### config.mk
export PLATFORM = sky130hd
export DESIGN_NAME = instruction_encoder
export DESIGN_NICKNAME = d
export VERILOG_FILES = /design/src/rtl/instruction_encoder.sv
export SDC_FILE = /design/constraint.sdc
export NUM_CORES = 1
export LEC_CHECK = 0
export BUFFER_PORTS_ARGS = -buffer_cell sky130_fd_sc_hd__buf_2
export CORE_MARGIN = 2
export CORE_UTILIZATION = 50
export DETAILED_ROUTE_END_ITERATION = 10
export PLACE_DENSITY_LB_ADDON = 0.1
export SYNTH_ARGS = -nofsm -noshare
export SYNTH_HDL_FRONTEND = slang
export SYNTH_SLANG_ARGS = --single-unit
export TNS_END_PERCENT = 100
### constraint.sdc
create_clock -name clk_in -period 4.4 [get_ports clk_in]
set_clock_uncertainty 0.15 [all_clocks]
set_input_delay 0.44 -clock clk_in [delete_from_list [all_inputs] [get_ports clk_in]]
set_output_delay 0.44 -clock clk_in [all_outputs]
set_load 0.03 [all_outputs]
### src/rtl/instruction_encoder.sv
// Two-stage valid/ready encoder: packs RV32I fields into an instruction word for patch writes.
// Optional immediate range checking is enabled by defining ENC_RANGE_CHECK_EN.
module instruction_encoder (
  input  logic        clk_in,
  input  logic        rst_in,
  input  logic        valid_in,
  output logic        ready_out,
  input  logic [2:0]  imm_type_in,
  input  logic [31:0] imm_in,
  input  logic [6:0]  opcode_in,
  input  logic [4:0]  rd_in,
  input  logic [2:0]  funct3_in,
  input  logic [4:0]  rs1_in,
  input  logic [4:0]  rs2_in,
  input  logic [6:0]  funct7_in,
  output logic        valid_out,
  input  logic        ready_in,
  output logic [31:0] instr_out,
  output logic        err_out
);

  localparam logic [2:0] TYPE_R = 3'b000;
  localparam logic [2:0] TYPE_S = 3'b010;
  localparam logic [2:0] TYPE_B = 3'b011;
  localparam logic [2:0] TYPE_U = 3'b100;
  localparam logic [2:0] TYPE_J = 3'b101;

  logic        s1_v_d, s1_v_q;
  logic [2:0]  s1_type_d, s1_type_q;
  logic [31:0] s1_imm_d, s1_imm_q;
  logic [6:0]  s1_opc_d, s1_opc_q;
  logic [4:0]  s1_rd_d, s1_rd_q;
  logic [2:0]  s1_f3_d, s1_f3_q;
  logic [4:0]  s1_rs1_d, s1_rs1_q;
  logic [4:0]  s1_rs2_d, s1_rs2_q;
  logic [6:0]  s1_f7_d, s1_f7_q;

  logic        s2_v_d, s2_v_q;
  logic [31:0] instr_d, instr_q;
  logic [31:0] fmt_word;

  logic s2_adv;
  logic in_xfer;

  // S2 can accept whenever it is empty or its word leaves this cycle.
  assign s2_adv    = s1_v_q && (!s2_v_q || ready_in);
  assign ready_out = !s1_v_q || s2_adv;
  assign in_xfer   = valid_in && ready_out;

  always_comb begin
    fmt_word = {s1_imm_q[11:0], s1_rs1_q, s1_f3_q, s1_rd_q, s1_opc_q};
    case (s1_type_q)
      TYPE_R: fmt_word = {s1_f7_q, s1_rs2_q, s1_rs1_q, s1_f3_q, s1_rd_q, s1_opc_q};
      TYPE_S: fmt_word = {s1_imm_q[11:5], s1_rs2_q, s1_rs1_q, s1_f3_q,
                          s1_imm_q[4:0], s1_opc_q};
      TYPE_B: fmt_word = {s1_imm_q[12], s1_imm_q[10:5], s1_rs2_q, s1_rs1_q, s1_f3_q,
                          s1_imm_q[4:1], s1_imm_q[11], s1_opc_q};
      TYPE_U: fmt_word = {s1_imm_q[31:12], s1_rd_q, s1_opc_q};
      TYPE_J: fmt_word = {s1_imm_q[20], s1_imm_q[10:1], s1_imm_q[11], s1_imm_q[19:12],
                          s1_rd_q, s1_opc_q};
      default: fmt_word = {s1_imm_q[11:0], s1_rs1_q, s1_f3_q, s1_rd_q, s1_opc_q};
    endcase
  end

  always_comb begin
    s1_v_d    = s1_v_q;
    s1_type_d = s1_type_q;
    s1_imm_d  = s1_imm_q;
    s1_opc_d  = s1_opc_q;
    s1_rd_d   = s1_rd_q;
    s1_f3_d   = s1_f3_q;
    s1_rs1_d  = s1_rs1_q;
    s1_rs2_d  = s1_rs2_q;
    s1_f7_d   = s1_f7_q;
    if (in_xfer) begin
      s1_v_d    = 1'b1;
      s1_type_d = imm_type_in;
      s1_imm_d  = imm_in;
      s1_opc_d  = opcode_in;
      s1_rd_d   = rd_in;
      s1_f3_d   = funct3_in;
      s1_rs1_d  = rs1_in;
      s1_rs2_d  = rs2_in;
      s1_f7_d   = funct7_in;
    end else if (s2_adv) begin
      s1_v_d = 1'b0;
    end
  end

  always_comb begin
    s2_v_d  = s2_adv || (s2_v_q && !ready_in);
    instr_d = s2_adv ? fmt_word : instr_q;
  end

  always_ff @(posedge clk_in) begin
    if (rst_in) begin
      s1_v_q    <= 1'b0;
      s1_type_q <= 3'b0;
      s1_imm_q  <= 32'b0;
      s1_opc_q  <= 7'b0;
      s1_rd_q   <= 5'b0;
      s1_f3_q   <= 3'b0;
      s1_rs1_q  <= 5'b0;
      s1_rs2_q  <= 5'b0;
      s1_f7_q   <= 7'b0;
      s2_v_q    <= 1'b0;
      instr_q   <= 32'b0;
    end else begin
      s1_v_q    <= s1_v_d;
      s1_type_q <= s1_type_d;
      s1_imm_q  <= s1_imm_d;
      s1_opc_q  <= s1_opc_d;
      s1_rd_q   <= s1_rd_d;
      s1_f3_q   <= s1_f3_d;
      s1_rs1_q  <= s1_rs1_d;
      s1_rs2_q  <= s1_rs2_d;
      s1_f7_q   <= s1_f7_d;
      s2_v_q    <= s2_v_d;
      instr_q   <= instr_d;
    end
  end

  assign valid_out = s2_v_q;
  assign instr_out = instr_q;

`ifdef ENC_RANGE_CHECK_EN
  logic fmt_err;
  logic err_d, err_q;

  // Flags immediates whose significant bits do not survive truncation into the field.
  always_comb begin
    fmt_err = !((&s1_imm_q[31:11]) || !(|s1_imm_q[31:11]));
    case (s1_type_q)
      TYPE_R: fmt_err = 1'b0;
      TYPE_B: fmt_err = !((&s1_imm_q[31:12]) || !(|s1_imm_q[31:12])) || s1_imm_q[0];
      TYPE_U: fmt_err = |s1_imm_q[11:0];
      TYPE_J: fmt_err = !((&s1_imm_q[31:20]) || !(|s1_imm_q[31:20])) || s1_imm_q[0];
      default: fmt_err = !((&s1_imm_q[31:11]) || !(|s1_imm_q[31:11]));
    endcase
  end

  always_comb begin
    err_d = s2_adv ? fmt_err : err_q;
  end

  always_ff @(posedge clk_in) begin
    if (rst_in) begin
      err_q <= 1'b0;
    end else begin
      err_q <= err_d;
    end
  end

  assign err_out = err_q;
`else
  assign err_out = 1'b0;
`endif

endmodule
==> results of run 1 <==
==> sequential cells by signal, summed over array words and instances, names as in the netlist <==
register,cells
instr_out,32
s1_type_q,3
s1_v_q,1
valid_out,1
s1_f7_q,7
s1_opc_q,7
s1_rs2_q,5
s1_rs1_q,5
s1_imm_q,32
s1_rd_q,5
s1_f3_q,3
==> Yosys cell counts, drive strengths merged <==
cell type,n
a211o,1
a221oi,10
dfxtp,101
clkbuf,11
nand2b,5
buf,28
a311oi,1
or2,1
nor3b,1
nor2b,1
conb,1
o21ai,4
a2bb2oi,1
mux2,1
nor2,27
a211oi,22
a21oi,80
inv,3
o211ai,1
and2,2
nand2,169
mux2i,15
and2b,3
nand3b,1
nand4,1
or3,1
==> critical path, delay by kind of cell, from the launching register on <==
kind | cells | cell delay (ns)
buf+inv | 1 | 0.39
compound gates | 1 | 0.15
simple gates | 3 | 0.89
flops | 1 | 0.38
==> power breakdown <==
group          switching [mW]  internal (mW)  total, mW
combinational           0.151         0.0872      0.238
sequential             0.0350          0.967       1.00
clock                   0.307          0.264      0.572
total                   0.493           1.32       1.81
==> layer usage <==
metal / routed length (µm) / global-route usage, %
met1: 4450 / 28.7
met2: 4360 / 35.1
met3: 360 / 4.03
met4: 127 / 7.11
met5: 0 / 0
==> metrics by stage <==
stage,instance area [µm²],instances,util [%]
final,4630,677,59.9
after global routing,4630,677,59.9
after detailed placement,4430,661,57.4
after floorplan,4010,492,-
after global placement,4430,661,57.4
after CTS,4630,677,59.9
==> worst max-delay path by stage <==
stage / slack [ns] / end
floorplan: 2.48 / s1_f3_q[0]$_SDFFE_PP0P_
global placement: 2.17 / s1_type_q[1]$_SDFFE_PP0P_
detailed placement: 2.12 / s1_imm_q[17]$_SDFFE_PP0P_
CTS: 2.33 / s1_imm_q[17]$_SDFFE_PP0P_
global route: 2.11 / s1_f3_q[2]$_SDFFE_PP0P_
finish: 2.35 / s1_imm_q[17]$_SDFFE_PP0P_
==> logic make-up (layout without fill, tap and decap cells) <==
kind of cell    Yosys count  in the layout  share of synthesized area, %
simple gates            212            212                          21.4
compound gates          120            120                          17.6
flops                   101            101                          50.5
buf+inv                  42            125                          6.34
mux                      16             16                          4.03
other cells               1              1                        0.0936
==> cell type report <==
| type | count | area [µm²] |
|---|---|---|
| Timing Repair Buffer | 106 | 538 |
| Clock buffer | 11 | 131 |
| Clock inverter | 5 | 61.3 |
| Fill cell | 746 | 3100 |
| Inverter | 3 | 11.3 |
| Multi-Input combinational cell | 349 | 1740 |
| Tap cell | 102 | 128 |
| Sequential cell | 101 | 2020 |
==> summary.txt, run 1 <==
Run status
  • Outcome: completed

Clock network
  • Root Buffer: clkbuf_8
  • Post-CTS clock slew at the launch and capture registers of the worst setup and hold paths: 0.09 ns
  • Clock Tree Buf Depth: 2
  • Hold-fix buffers, CTS: 0
  • Number of H-tree levels: 3
  • Number of clock sinks: approximately 100
  • CTS tree: done
  • Post-CTS resize count: 0
  • Worst-skew pair later-pin latency: roughly 0.35 ns
  • # Post-CTS Setup Buffers: 0
  • Number of buffers created by CTS: 9

Place
  • Port Buf Inserts: roughly 100
  • Estimated wirelength of the detail-placed design: roughly 6200 µm
  • Placer's final routability congestion estimate: slightly below 0.8
  • Worst setup slack before clock tree synthesis: between 2 and 2.5 ns

Logic synthesis
  • Synthesized net count: 563
  • Largest cells by area after synthesis: dfxtp_1 50%, nand2_1 16%, a21oi_1 10%
  • Fraction of post-synthesis cell area in the top cell type by area: between 50% and 60%
  • Synthesis warning total: 0
  • Synthesis-stage register bit count: about 100
  • Post-synth top area cell: dfxtp_1
  • Register area share after synthesis: about half
  • Gate Count Post-Synth: about 500
  • Mean Syn Cell Area: approximately 8.1 µm²
  • Yosys cell types: 31
  • Cell area after technology mapping: between 4000 and 5000 µm²

Finish
  • Fraction of layout cells with a size suffix above 1: 22.6%
  • Leading cell types in the layout, fill and taps excluded: 168 x nand2_1, 103 x buf_2, 101 x dfxtp_1, 80 x a21oi_1, 25 x nor2_1
  • Antenna diodes: 0
  • Most common library cell in the layout ignoring fill and taps: nand2_1
  • Area delta synth->final: 15.5%
  • Nets: 641

Timing
  • FMAX: around 0.5 GHz
  • Least-Margin Pin Slew: about 1.0 ns
  • Tcrit/Tclk final: between 40 and 50%
  • WHS: 0.165 ns
  • Number of setup violations in the final report: 0
  • Number of slew-limit violations in the final report: 0
  • Number of endpoints with negative hold slack in the final report: 0
  • Min Clock Period, post-route: ~2.0 ns
  • Unrepaired setup endpoints after global routing: no
  • Final setup margin: roughly 2.4 ns
  • Setup Total Neg Slack: 0 ns
  • Rel. slew slack: 31.1%

Floorplanning
  • Count of pins on the block boundary: ~110
  • Initial core utilization: approximately 52%
  • Chip Width: 93.5 µm
  • Height of the chip: roughly 94 µm
  • Floorplan core area: 7730 µm²
  • Die Outline Area: ~8700 µm²
  • FP Rows: 32

Power
  • Maximum ir drop on the vdd rail: around 170 µV
  • Power after layout: 1.81 mW
  • Power density cells: between 300 and 400 nW/µm²
  • Leak Pwr: between 1.5 and 2 nW

Hold path
  • Min-Delay Startpoint: imm_in[27]
  • Endpoint, Worst Hold: s1_imm_q[27]$_SDFFE_PP0P_
  • HP Class: in -> reg
  • Hold path depth: 3

Job
  • Total of max-cap violations: 0

Critical path
  • Slack of the worst reg-to-reg path: about 2.4 ns
  • Worst flop-to-flop path endpoint: s1_imm_q[17]$_SDFFE_PP0P_
  • Launching element of the worst setup path: s1_v_q$_SDFFE_PP0P_
  • Crit Path Category: reg -> reg
  • Endpoint class of the critical path: register
  • Worst flop-to-flop path startpoint: s1_v_q$_SDFFE_PP0P_
  • Delay of the slowest cell on the worst path: 0.63 ns
  • Data arrival at the endpoint of the critical path: 2.17 ns
  • Critical path required time: 4.52 ns
  • Chain of cells forming the critical path: nand3b_1 > nand2_2 > buf_4 > nand2_1 > a21oi_1
  • R2R depth: 5
  • Cell with the biggest individual delay on the critical path: nand2_2
  • Worst-path maximum fanout: 43
  • Setup crit start kind: register

Drt
  • Aggregate routed wire length: approximately 9300 µm
  • Iteration count of the initial detailed-routing pass: 4
  • Routed wire length per instance: roughly 14 µm
  • Initial DRC count: 144
  • Number of vias after detailed routing: 3512
  • Post-DR vias/cell: 5.19
  • DRC violation count after routing: 0
  • DRT antenna net count: 0

Global route
  • Via count of the first global-routing pass: 3247
  • First-pass GRT wire length: 14900 µm
  • Number of antenna violations at the first check in global routing: 0
  • Maximum number of pins on one net before global-route repair: slightly above 100
  • Remaining global-route overflow: 0
  • Overall global routing resource usage: ~21%
(Power assumes the default switching activity.)
==> run 2: changes to the inputs <==
--- a/config.mk
+++ b/config.mk
@@ -5,9 +5,10 @@
 export SDC_FILE = /design/constraint.sdc
 export NUM_CORES = 1
 export LEC_CHECK = 0
+export ABC_AREA = 1
 export BUFFER_PORTS_ARGS = -buffer_cell sky130_fd_sc_hd__buf_2
 export CORE_MARGIN = 2
-export CORE_UTILIZATION = 50
+export CORE_UTILIZATION = 47
 export DETAILED_ROUTE_END_ITERATION = 10
 export PLACE_DENSITY_LB_ADDON = 0.1
 export SYNTH_ARGS = -nofsm -noshare
==> constraint.sdc (replaced) <==
create_clock -name clk_in -period 1.72 [get_ports clk_in]
set_clock_uncertainty 0.15 [all_clocks]
set_input_delay 0.172 -clock clk_in [delete_from_list [all_inputs] [get_ports clk_in]]
set_output_delay 0.172 -clock clk_in [all_outputs]
set_load 0.03 [all_outputs]
==> summary.txt, run 2 <==
Power
  • Leak Pwr: about 2.4 nW
  • Proportion of total power due to net switching: a little over a quarter
  • Combinational cell fraction of total power: approximately 17%
  • Share of total power in sequential cells: approximately half
  • NetSw: between 1 and 1.5 mW
  • Maximum ir drop on the vdd rail: 572 µV
  • Internal power contribution: 3.82 mW
  • Power density cells: 970 nW/µm²
  • Power share of the clock group: about 34%

Timing
  • Unrepaired setup endpoints after global routing: no
  • Setup Total Neg Slack: 0 ns
  • Number of setup violations in the final report: 0
  • WHS: around 0.0012 ns
  • Rel. slew slack: between 60% and 70%
  • Number of slew-limit violations in the final report: 0
  • Min Clock Period, post-route: ~1.6 ns
  • FMAX: ~0.62 GHz
  • Least-Margin Pin Slew: between 0.5 and 0.6 ns
  • Tcrit/Tclk final: 93.9%
  • Number of endpoints with negative hold slack in the final report: 0

Drt
  • Number of vias after detailed routing: roughly 3800
  • Post-DR vias/cell: between 4 and 5
  • Iteration count of the initial detailed-routing pass: 4
  • DRT antenna net count: 0
  • Initial DRC count: about 210
  • Routed wire length per instance: 13.2 µm
  • Aggregate routed wire length: slightly above 10000 µm
  • DRC violation count after routing: 0

Floorplanning
  • FP Rows: 33
  • Chip Width: approximately 96 µm
  • Floorplan core area: around 8200 µm²
  • Count of pins on the block boundary: around 110
  • Die Outline Area: between 9000 and 10000 µm²
  • Initial core utilization: approximately half
  • Height of the chip: approximately 96 µm

Critical path
  • Crit Path Category: reg -> reg
  • Worst-path maximum fanout: 10
  • Endpoint class of the critical path: register
  • Data arrival at the endpoint of the critical path: 1.73 ns
  • Setup crit start kind: register
  • Critical path required time: between 1.5 and 2 ns

Logic synthesis
  • Yosys cell types: 24
  • Synthesized net count: 578
  • Largest cells by area after synthesis: dfxtp_1 51%, nor2_1 13%, o21ai_0 13%
  • Synthesis-stage register bit count: approximately 100
  • Most numerous cell types in the synthesized netlist: 138 x nor2_1, 101 x dfxtp_1, 99 x o21ai_0
  • Post-synth top flop: dfxtp_1
  • Synth async-reset ratio: 0%
  • Most common cell in the netlist: nor2_1
  • Synthesis warning total: 0
  • Number of enable-type register cells in the synthesized netlist: 0
  • Post-synth top area cell: dfxtp_1
  • Gate Count Post-Synth: 507
  • Cell area after technology mapping: between 3000 and 4000 µm²
  • Register area share after synthesis: between 50% and 60%
  • Fraction of post-synthesis cell area in the top cell type by area: slightly above 50%
  • Mean Syn Cell Area: a little under 8 µm²

Global route
  • Number of antenna violations at the first check in global routing: 0
  • Overall global routing resource usage: approximately 23%
  • Remaining global-route overflow: 0
  • Via count of the first global-routing pass: 3513
  • Maximum number of pins on one net before global-route repair: 79
  • First-pass GRT wire length: between 15000 and 20000 µm

Finish
  • Fraction of layout cells with a size suffix above 1: between 20% and 30%
  • Nets: approximately 740
  • Area delta synth->final: 37.4%
  • Most common library cell in the layout ignoring fill and taps: nor2_1
  • Antenna diodes: 0
  • Leading cell types in the layout, fill and taps excluded: 138 x nor2_1, 104 x buf_2, 101 x dfxtp_1, 99 x o21ai_0, 68 x dlygate4sd3_1

Job
  • Total of max-cap violations: 0

Clock network
  • Number of clock sinks: between 100 and 150
  • Worst-skew pair later-pin latency: 0.36 ns
  • Number of buffers created by CTS: 9
  • # Post-CTS Setup Buffers: 0
  • Number of H-tree levels: 3
  • Clock Tree Buf Depth: 2
  • Root Buffer: clkbuf_8
  • Post-CTS clock slew at the launch and capture registers of the worst setup and hold paths: 0.10 ns
  • CTS tree: done

Place
  • Estimated wirelength of the detail-placed design: between 6000 and 7000 µm
  • Placer's final routability congestion estimate: 0.784
  • Port Buf Inserts: around 100

Run status
  • Outcome: completed

Hold path
  • HP Class: in -> reg
run 2: what timing repair did:
item | CTS | global route
hold endpoints to repair | 70 | 0
hold buffers | 68 | 0
setup endpoints to repair | 2 | 0
resized for setup | 1 | 0
run 2: cell families (layout without fill, tap and decap cells):
group | Yosys count | count (layout) | share of synthesized area, %
AO/OA/AOI/OAI | 159 | 159 | 20.8
other | 1 | 1 | 0.0953
flip-flops | 101 | 101 | 51.4
AND/OR/NAND/NOR | 194 | 194 | 20.5
buffers and inverters | 52 | 214 | 7.25
run 2: cell type report:
cell class / count / area, µm²
fillers: 755 / 2770
flip-flops and latches: 101 / 2020
multi-input cells: 354 / 1630
repair buffers: 179 / 1300
clock buffers: 12 / 165
well taps: 105 / 131
inverters: 19 / 78.8
clock inverters: 4 / 77.6
run 2: final timing paths:
kind | start | end | slack (ns) | cells after the start
worst min register to register | s1_imm_q[21]$_SDFFE_PP0P_ | s1_imm_q[21]$_SDFFE_PP0P_ | 0.31 | 2
worst max register to register | s1_type_q[1]$_SDFFE_PP0P_ | instr_out[20]$_SDFFE_PP0P_ | 0.10 | 7
worst max-delay path | s1_type_q[1]$_SDFFE_PP0P_ | instr_out[20]$_SDFFE_PP0P_ | 0.10 | 7
worst min-delay path | imm_in[24] | s1_imm_q[24]$_SDFFE_PP0P_ | 0.001 | 3
run 2: through the flow:
stage | cells | total power [mW] | cell area (µm²) | setup WS (ns) | util (%)
after floorplan | 507 | 3.17 | 3940 | 0.0775 | -
final | 774 | 5.25 | 5410 | 0.104 | 66.1
after detailed placement | 690 | 3.41 | 4480 | 0.0233 | 54.8
after global routing | 774 | 5.50 | 5410 | 0.0277 | 66.1
after CTS | 774 | 5.26 | 5410 | 0.134 | 66.1
after global placement | 690 | 3.40 | 4480 | 0.0997 | 54.8
run 2: power by group through the flow:
stage	clock network [mW]	registers, mW	logic, mW
5_1_grt	1.90	2.63	0.964
6_report	1.77	2.61	0.863
2_1_floorplan	0	2.75	0.418
3_5_place_dp	0	2.67	0.744
4_1_cts	1.79	2.61	0.864
3_3_place_gp	0	2.66	0.732
run 2: metal layers:
metal / global-route usage, % / wire length, µm
met1: 28.7 / 4690
met2: 39.8 / 4910
met3: 4.90 / 463
met4: 5.95 / 121
met5: 0 / 0
run 2: critical path, stage by stage, from the launching register on:
cell and delay [ns]:
dfxtp_1 0.59, inv_4 0.12, nand2_2 0.21, nand3_2 0.13, nor2_1 0.10, nor2_1 0.05
nand2_1 0.11, a21oi_2 0.05
